<file path="src/rtl/regfile_wb_arbiter.sv">
// Write-port controller for the 32x64 register file: zero-fills X0..X(NUM_CLR-1) after reset,
// then round-robin arbitrates two writeback requesters onto the single registered write port.
module regfile_wb_arbiter #(
   parameter int unsigned DATA_W  = 64,
   parameter int unsigned ADDR_W  = 5,
   parameter int unsigned NUM_CLR = 31
) (
   input  logic              clk,
   input  logic              reset,
   input  logic              req0_valid,
   input  logic [ADDR_W-1:0] req0_addr,
   input  logic [DATA_W-1:0] req0_data,
   output logic              req0_ready,
   input  logic              req1_valid,
   input  logic [ADDR_W-1:0] req1_addr,
   input  logic [DATA_W-1:0] req1_data,
   output logic              req1_ready,
   output logic              wr_en,
   output logic [ADDR_W-1:0] wr_addr,
   output logic [DATA_W-1:0] wr_data,
   output logic              grant_id,
   output logic              init_done
);

   typedef enum logic [0:0] {
      S_INIT = 1'b0,
      S_RUN  = 1'b1
   } state_e;

   localparam logic [ADDR_W-1:0] LAST_CLR       = ADDR_W'(NUM_CLR - 1);
   localparam logic [ADDR_W-1:0] HARDWIRED_ZERO = '1;

   state_e              state_q, state_d;
   logic [ADDR_W-1:0]   clr_cnt_q, clr_cnt_d;
   logic                rr_ptr_q, rr_ptr_d;
   logic                wr_en_q, wr_en_d;
   logic [ADDR_W-1:0]   wr_addr_q, wr_addr_d;
   logic [DATA_W-1:0]   wr_data_q, wr_data_d;
   logic                grant_q, grant_d;
   logic                init_done_q, init_done_d;

   always_ff @(posedge clk or posedge reset) begin
      if (reset) begin
         state_q     <= S_INIT;
         clr_cnt_q   <= '0;
         rr_ptr_q    <= 1'b0;
         wr_en_q     <= 1'b0;
         wr_addr_q   <= '0;
         wr_data_q   <= '0;
         grant_q     <= 1'b0;
         init_done_q <= 1'b0;
      end else begin
         state_q     <= state_d;
         clr_cnt_q   <= clr_cnt_d;
         rr_ptr_q    <= rr_ptr_d;
         wr_en_q     <= wr_en_d;
         wr_addr_q   <= wr_addr_d;
         wr_data_q   <= wr_data_d;
         grant_q     <= grant_d;
         init_done_q <= init_done_d;
      end
   end

   always_comb begin
      state_d     = state_q;
      clr_cnt_d   = clr_cnt_q;
      rr_ptr_d    = rr_ptr_q;
      wr_en_d     = 1'b0;
      wr_addr_d   = wr_addr_q;
      wr_data_d   = wr_data_q;
      grant_d     = grant_q;
      init_done_d = init_done_q;
      req0_ready  = 1'b0;
      req1_ready  = 1'b0;

      case (state_q)
         S_INIT: begin
            wr_en_d   = 1'b1;
            wr_addr_d = clr_cnt_q;
            wr_data_d = '0;
            grant_d   = 1'b0;
            clr_cnt_d = clr_cnt_q + 1'b1;
            if (clr_cnt_q == LAST_CLR) begin
               state_d     = S_RUN;
               init_done_d = 1'b1;
            end
         end
         S_RUN: begin
            // A lone valid always wins; on contention rr_ptr picks the requester.
            req0_ready = req0_valid && (!req1_valid || !rr_ptr_q);
            req1_ready = req1_valid && (!req0_valid ||  rr_ptr_q);
            if (req0_ready) begin
               wr_addr_d = req0_addr;
               wr_data_d = req0_data;
               grant_d   = 1'b0;
               rr_ptr_d  = 1'b1;
               wr_en_d   = (req0_addr != HARDWIRED_ZERO);
            end else if (req1_ready) begin
               wr_addr_d = req1_addr;
               wr_data_d = req1_data;
               grant_d   = 1'b1;
               rr_ptr_d  = 1'b0;
               wr_en_d   = (req1_addr != HARDWIRED_ZERO);
            end
         end
         default: state_d = S_INIT;
      endcase
   end

   assign wr_en     = wr_en_q;
   assign wr_addr   = wr_addr_q;
   assign wr_data   = wr_data_q;
   assign grant_id  = grant_q;
   assign init_done = init_done_q;

endmodule
</file>
<file path="config.mk">
export PLATFORM = sky130hd
export DESIGN_NAME = regfile_wb_arbiter
export DESIGN_NICKNAME = d
export VERILOG_FILES = /design/src/rtl/regfile_wb_arbiter.sv
export SDC_FILE = /design/constraint.sdc
export NUM_CORES = 1
export LEC_CHECK = 0
export CAP_MARGIN = 20
export CORE_MARGIN = 5
export CORE_UTILIZATION = 41
export CTS_CLUSTER_SIZE = 30
export DETAILED_ROUTE_END_ITERATION = 6
export GPL_ROUTABILITY_DRIVEN = 0
export HOLD_SLACK_MARGIN = 0.08
export PLACE_DENSITY = 0.87
export SYNTH_ARGS = -nofsm -noshare
export SYNTH_HDL_FRONTEND = slang
export SYNTH_SLANG_ARGS = --single-unit
</file>
<file path="constraint.sdc">
create_clock -name clk -period 3.95 [get_ports clk]
set_input_delay 0.395 -clock clk [delete_from_list [all_inputs] [get_ports clk]]
set_output_delay 0.395 -clock clk [all_outputs]
set_load 0.03 [all_outputs]
</file>
======== After elaboration in Yosys (flattened, before gate mapping) ========
Cells that the tools add are included.
storage, ports and cells
  memories kept ........................... 0
  input port bits ......................... 142
  logic and storage cells ................. 42
  bits in registers ....................... 79
  bits in read-only memories .............. 0
  bits in writable memories ............... 0
  output and inout port bits .............. 74
  latch bits .............................. 0
operators by class
  bitwise gates (word level) .............. 1
  add/sub/neg operators ................... 1
  shift-type cells ........................ 0
  order comparisons ....................... 0
  multiply operators ...................... 0
  reductions and logical operators ........ 10
  muxes and demuxes ....................... 18
  equality and inequality tests ........... 4
  divide/modulo/power cells ............... 0
operators with widths
  operator                                                                 number
  64-bit two-way mux                                                       2
  64-bit one-hot mux with 2 select lines                                   1
  1-bit two-way mux                                                        10
  5-bit two-way mux                                                        2
  5-bit inequality test, second input constant                             2
  5-bit one-hot mux with 2 select lines                                    1
  5-bit by 1-bit adder with 5-bit output, second input constant            1
  5-bit equality test, second input constant                               1
  1-bit one-hot mux with 2 select lines                                    2
  2-bit AND reduction                                                      2
  1-bit zero test                                                          3
  3-bit by 1-bit inequality test with 1-bit output, second input constant  1
  1-bit logical AND                                                        2
  1-bit logical OR                                                         2
  2-bit nonzero test                                                       1
  1-bit NOT                                                                1

======== Logic depth before layout (Yosys ltp) ========
  depth after elaboration ................. 6
  gate-level depth with buffers ........... 6
  gate-level depth less buffers ........... 3

======== Least setup slack after synthesis ========
OpenSTA, ideal clock, no wires.
  path type ............................... input port to flip-flop
  start ................................... input port req1_valid
  end ..................................... register wr_data_q[10], in the netlist wr_data[10]
  data required time ...................... 3824 ps
  path buffers ............................ 3
  stages on the path ...................... 6
  arrival ................................. 1331 ps
  path slack .............................. 2494 ps
  path through ............................ buf_4 > nand2_1 > and3_4 > buf_6 > buf_2 > a221o_1
between the ends
  longest elaborated chain between the ends .. 5
RTL lines
  element                                 RTL line  text
  from (decl)                             14        input logic req1_valid,
  1-bit zero test                         90        req0_ready = req0_valid && (!req1_valid || !rr_ptr_q);
  1-bit logical OR                        90
  1-bit logical AND                       90
  64-bit two-way mux                      92        if (req0_ready) begin
  64-bit one-hot mux with 2 select lines  76        case (state_q)
  to (signal assigned)                    58        wr_data_q <= wr_data_d;
  to (decl)                               38        logic [DATA_W-1:0] wr_data_q, wr_data_d;
Several ways; a longest one is shown, not always the timed one.
A chain may end at the register's enable or synchronous reset.

======== Final worst setup path ========
  start ................................... register state_q
  end ..................................... output port req1_ready
between the ends
  longest elaborated chain between the ends .. 1
RTL lines
  element                 RTL line  text
  from (decl)             33        state_e state_q, state_d;
  from (signal assigned)  53        state_q <= state_d;
  1-bit two-way mux       76
  to (decl)               17        output logic req1_ready,
Every way passes these cells.

==> results <==
- The class of the tightest hold or removal check is in2async.
- In this run the critical register-to-register path is captured at wr_data[35].
- The via count of the first global-routing pass is 3526.
- The dominant combinational cell family by area after synthesis is compound AO/OA/AOI/OAI gates.
- Of all flip-flops after synthesis, the portion carrying an async set or reset was 100%.
- The element type at the critical path end is a primary output.
- For the pin with the worst max-slew slack, the measured transition is 0.728 ns.
- Summed over its instances, the top area cell type makes up 54.9% of the synthesized netlist area.
- 216 I/O pins were placed.
- The simple logic cell fraction of the synthesized area is 15.5%.
- Setup total negative slack on the finished layout was measured at 0 ns.
- After detailed routing, the number of remaining DRC violations is 0.
- The count of state elements after synthesis is 79.
- Sequential elements use 54.9% of the synthesized area.
- The core utilization of the finished layout is 69.2%.
- The number of buffers created by CTS is 9.
- Hold is met by 0.273 ns.
- The adder-cell share of the synthesized area is 0.695%.
- Global routing finished with a remaining overflow of 0.
- The cell sitting at the root of the clock tree is a sky130_fd_sc_hd__clkbuf_8.
- In this run, post-CTS hold repair placed 0 buffers.
- The post-CTS clock slew at the launch and capture registers of the worst setup and hold paths is 0.08 ns.
- The layout has 643 filler cells.
- The register-to-register setup slack is 1.84 ns.
- Once the floorplan was initialized, standard cells occupied 41.7% of the core.
- In this run the remaining antenna-violating nets after routing total 0.
- The share of post-route cells with drive strength above 1 is 5.37%.
- The clock passes through at most 2 buffers.
- The number of flops mapped to enable cells by yosys is 0.
- In this run the critical register-to-register path is launched from state_q.
- The global routing usage summed across all routing layers is 21.6%.
- The worst path needs 2.56 ns of the cycle, external delays included.
- The worst slew slack as a fraction of its limit is 51.5%.
- The insertion delay to the later sink of the worst-skew pair is 0.33 ns.
- The cell area after synthesis is 3600 sq um.
- Buffers added to address setup during post-CTS repair amount to 0.
- Summing all flip-flop and latch instances after layout gives 1980 sq um.
- The die is 104 microns tall.
- The endpoint required time on the critical path is 3.56 ns.
- The aggregate routed wire length is 12100 microns.
- The largest net degree at the start of global routing is 67.
- For this design the static power due to leakage is 2.47 nW.
- The run finished with clean final reports.
- The number of hold violations in the final report came to 0.
- The count of final max-slew check failures came to 0.
- Of all nets on the critical path, the largest fanout is 23.
- Summing internal, switching and leakage power gives 2.27 mW.
- Of all cell types, the one taking the most synthesized area is sky130_fd_sc_hd__dfrtp_1.
- The via-per-instance ratio is 5.55.
- Counting instances in the post-synthesis netlist gives the leading cell types as 79 x sky130_fd_sc_hd__dfrtp_1, 65 x sky130_fd_sc_hd__and2_1, 64 x sky130_fd_sc_hd__a221o_1.
- The total of cells resized after clock tree synthesis is 0.
- Derived from the worst setup path, the maximum achievable clock frequency is 391 MHz.
- The overall die area is 10800 sq um.
- The via total after detailed routing is 3394.
- The tree built by TritonCTS fans out to 79 sinks.
- Across the run, the number of max-cap violations was 0.
- The cell area power density is 381 nW/um^2.
- In the synthesized netlist, mux cells make up 0.278% of the area.
- The maximum ir drop on the vdd rail is 0.285 mV.
- The first global-routing pass estimated 18900 microns of wire.
- The floorplan core area is 8640 sq um.
- The count of H-tree levels built during CTS is 3.
- For this run, the detailed router's first-pass iteration total came to 4.
- The logic depth of the worst register-to-register path is 3.
- The estimated wirelength of the detail-placed design is 8850 microns.
- The number of antenna violations at the first check in global routing was 0.
- By startpoint and endpoint, the worst setup path is classified as reg2out.
- In the final layout, the multi-input gates occupy 1430 sq um.
- STA classifies the critical path startpoint as a register.
- The count of final setup violators is 0.
- The final setup skew is 0.0104 ns.
- Setup repair after global routing left no endpoint under its margin.
- The compound-gate portion of the synthesized area is 22.2%.
- The area growth from synthesis to layout is 66.0%.
- Of the total synthesized cell area, the portion taken by XOR and XNOR cells is 0.973%.
- The mean cell area of the mapped netlist is 12.3 sq um.
- Including well taps, the total number of placed cells is 595.
- Yosys attributes the largest share of cell area to sky130_fd_sc_hd__dfrtp_1 55%, sky130_fd_sc_hd__a221o_1 18%, sky130_fd_sc_hd__and2_1 11%.
- The CTS tree is built.
- In the finished design, the share of the clock period the worst path needs comes to 64.7%.
- The count of nets after finishing is 643.
- Data arrives at the worst endpoint at 2.16 ns.
- The average wire length per cell after detail routing is 19.9 microns.
- The count of cells in the finished layout, fillers not included, comes to 611.
- After the first detailed-routing iteration, the DRC count stood at 167.
- The leading register cell type out of synthesis is sky130_fd_sc_hd__dfrtp_1.
- The number of rows created at floorplan is 34.
- Measured along the x axis, the die boundary spans 104 microns.
- The count of port buffers added during placement is 215.
- The unique cell type count in the Yosys netlist is 35.
- The library cell with the highest instance count after synthesis is sky130_fd_sc_hd__dfrtp_1.
- Synthesis produced a netlist whose cell count is 293.
- Synthesis produced a netlist with a net count of 437.
- The repair_antennas step left the layout with diodes totalling 0.
- Yosys printed 0 warnings.
[where the power goes]
part / leakage (nW) / switching (mW) / total (mW) / internal (mW)
Sequential: 0.928 / 0.0482 / 0.947 / 0.898
Combinational: 1.45 / 0.371 / 0.746 / 0.375
Clock: 0.0871 / 0.295 / 0.582 / 0.286
Total: 2.47 / 0.714 / 2.27 / 1.56
[placed cells by master (no fill, tap or decap), types with 2 or more instances in the layout]
cell,count
sky130_fd_sc_hd__clkdlybuf4s50_1,215
sky130_fd_sc_hd__dfrtp_1,79
sky130_fd_sc_hd__and2_1,65
sky130_fd_sc_hd__a221o_1,64
sky130_fd_sc_hd__clkbuf_8,9
sky130_fd_sc_hd__inv_1,8
sky130_fd_sc_hd__nand3_1,5
sky130_fd_sc_hd__xnor2_1,4
sky130_fd_sc_hd__buf_4,4
sky130_fd_sc_hd__nor2b_1,3
sky130_fd_sc_hd__nand2_1,3
sky130_fd_sc_hd__o211ai_1,3
sky130_fd_sc_hd__clkinv_2,3
sky130_fd_sc_hd__nand2b_1,3
sky130_fd_sc_hd__clkinvlp_4,3
sky130_fd_sc_hd__nor2_1,2
sky130_fd_sc_hd__nor3_1,2
sky130_fd_sc_hd__o21ai_0,2
sky130_fd_sc_hd__a211oi_1,2
sky130_fd_sc_hd__o32ai_1,2
sky130_fd_sc_hd__and3_4,2
sky130_fd_sc_hd__a41o_1,2
sky130_fd_sc_hd__a32oi_1,2
sky130_fd_sc_hd__ha_1,2
[layer usage]
| layer | wire length (microns) | vias up | global-route usage (%) |
|---|---|---|---|
| li1 | - | 1522 | - |
| met1 | 4900 | 1670 | 26.9 |
| met2 | 6070 | 179 | 36.5 |
| met3 | 945 | 23 | 5.85 |
| met4 | 224 | 0 | 6.48 |
| met5 | 0 | - | 0 |
[metrics by stage]
step | cell area (sq um) | worst slack, ns
floorplan | 3600 | 1.53
global placement | 5760 | 1.46
detailed placement | 5760 | 1.44
CTS | 5950 | 1.39
global route | 5980 | 1.33
finish | 5980 | 1.39
[worst max path at each step]
stage                     startpoint            to  depth (start not counted)
final                        state_q    req1_ready                          2
after global routing         state_q    req1_ready                          2
after CTS                    state_q    req1_ready                          2
after detailed placement  req0_valid    req1_ready                          4
after global placement    req0_valid    req0_ready                          3
after floorplan                reset  clr_cnt_q[0]                          1
[worst max-delay path, stage by stage (launching register included)]
cell and delay [ns]:
sky130_fd_sc_hd__dfrtp_1 0.80, sky130_fd_sc_hd__and3_4 0.33, sky130_fd_sc_hd__clkdlybuf4s50_1 0.69
[final cells by class]
type	count	share of cell area [%]
clock buffers	9	2.07
flip-flops and latches	79	33.1
clock inverters	6	1.05
multi-input cells	180	24.0
repair buffers	220	37.0
inverters	9	0.586
well taps	108	2.26
[registers in the layout (all words and copies together), names as in the netlist]
register	flops
grant_id	1
wr_addr	5
rr_ptr_q	1
clr_cnt_q	5
init_done	1
wr_en	1
state_q	1
wr_data	64
[logic make-up after synthesis]
| kind of cell | Yosys count |
|---|---|
| AO/OA/AOI/OAI | 84 |
| XOR/XNOR | 4 |
| adder cells (fa/ha/maj) | 2 |
| buffers and inverters | 34 |
| flip-flops | 79 |
| multiplexers | 1 |
| AND/OR/NAND/NOR | 89 |
Power figures use the tool's default switching activity.
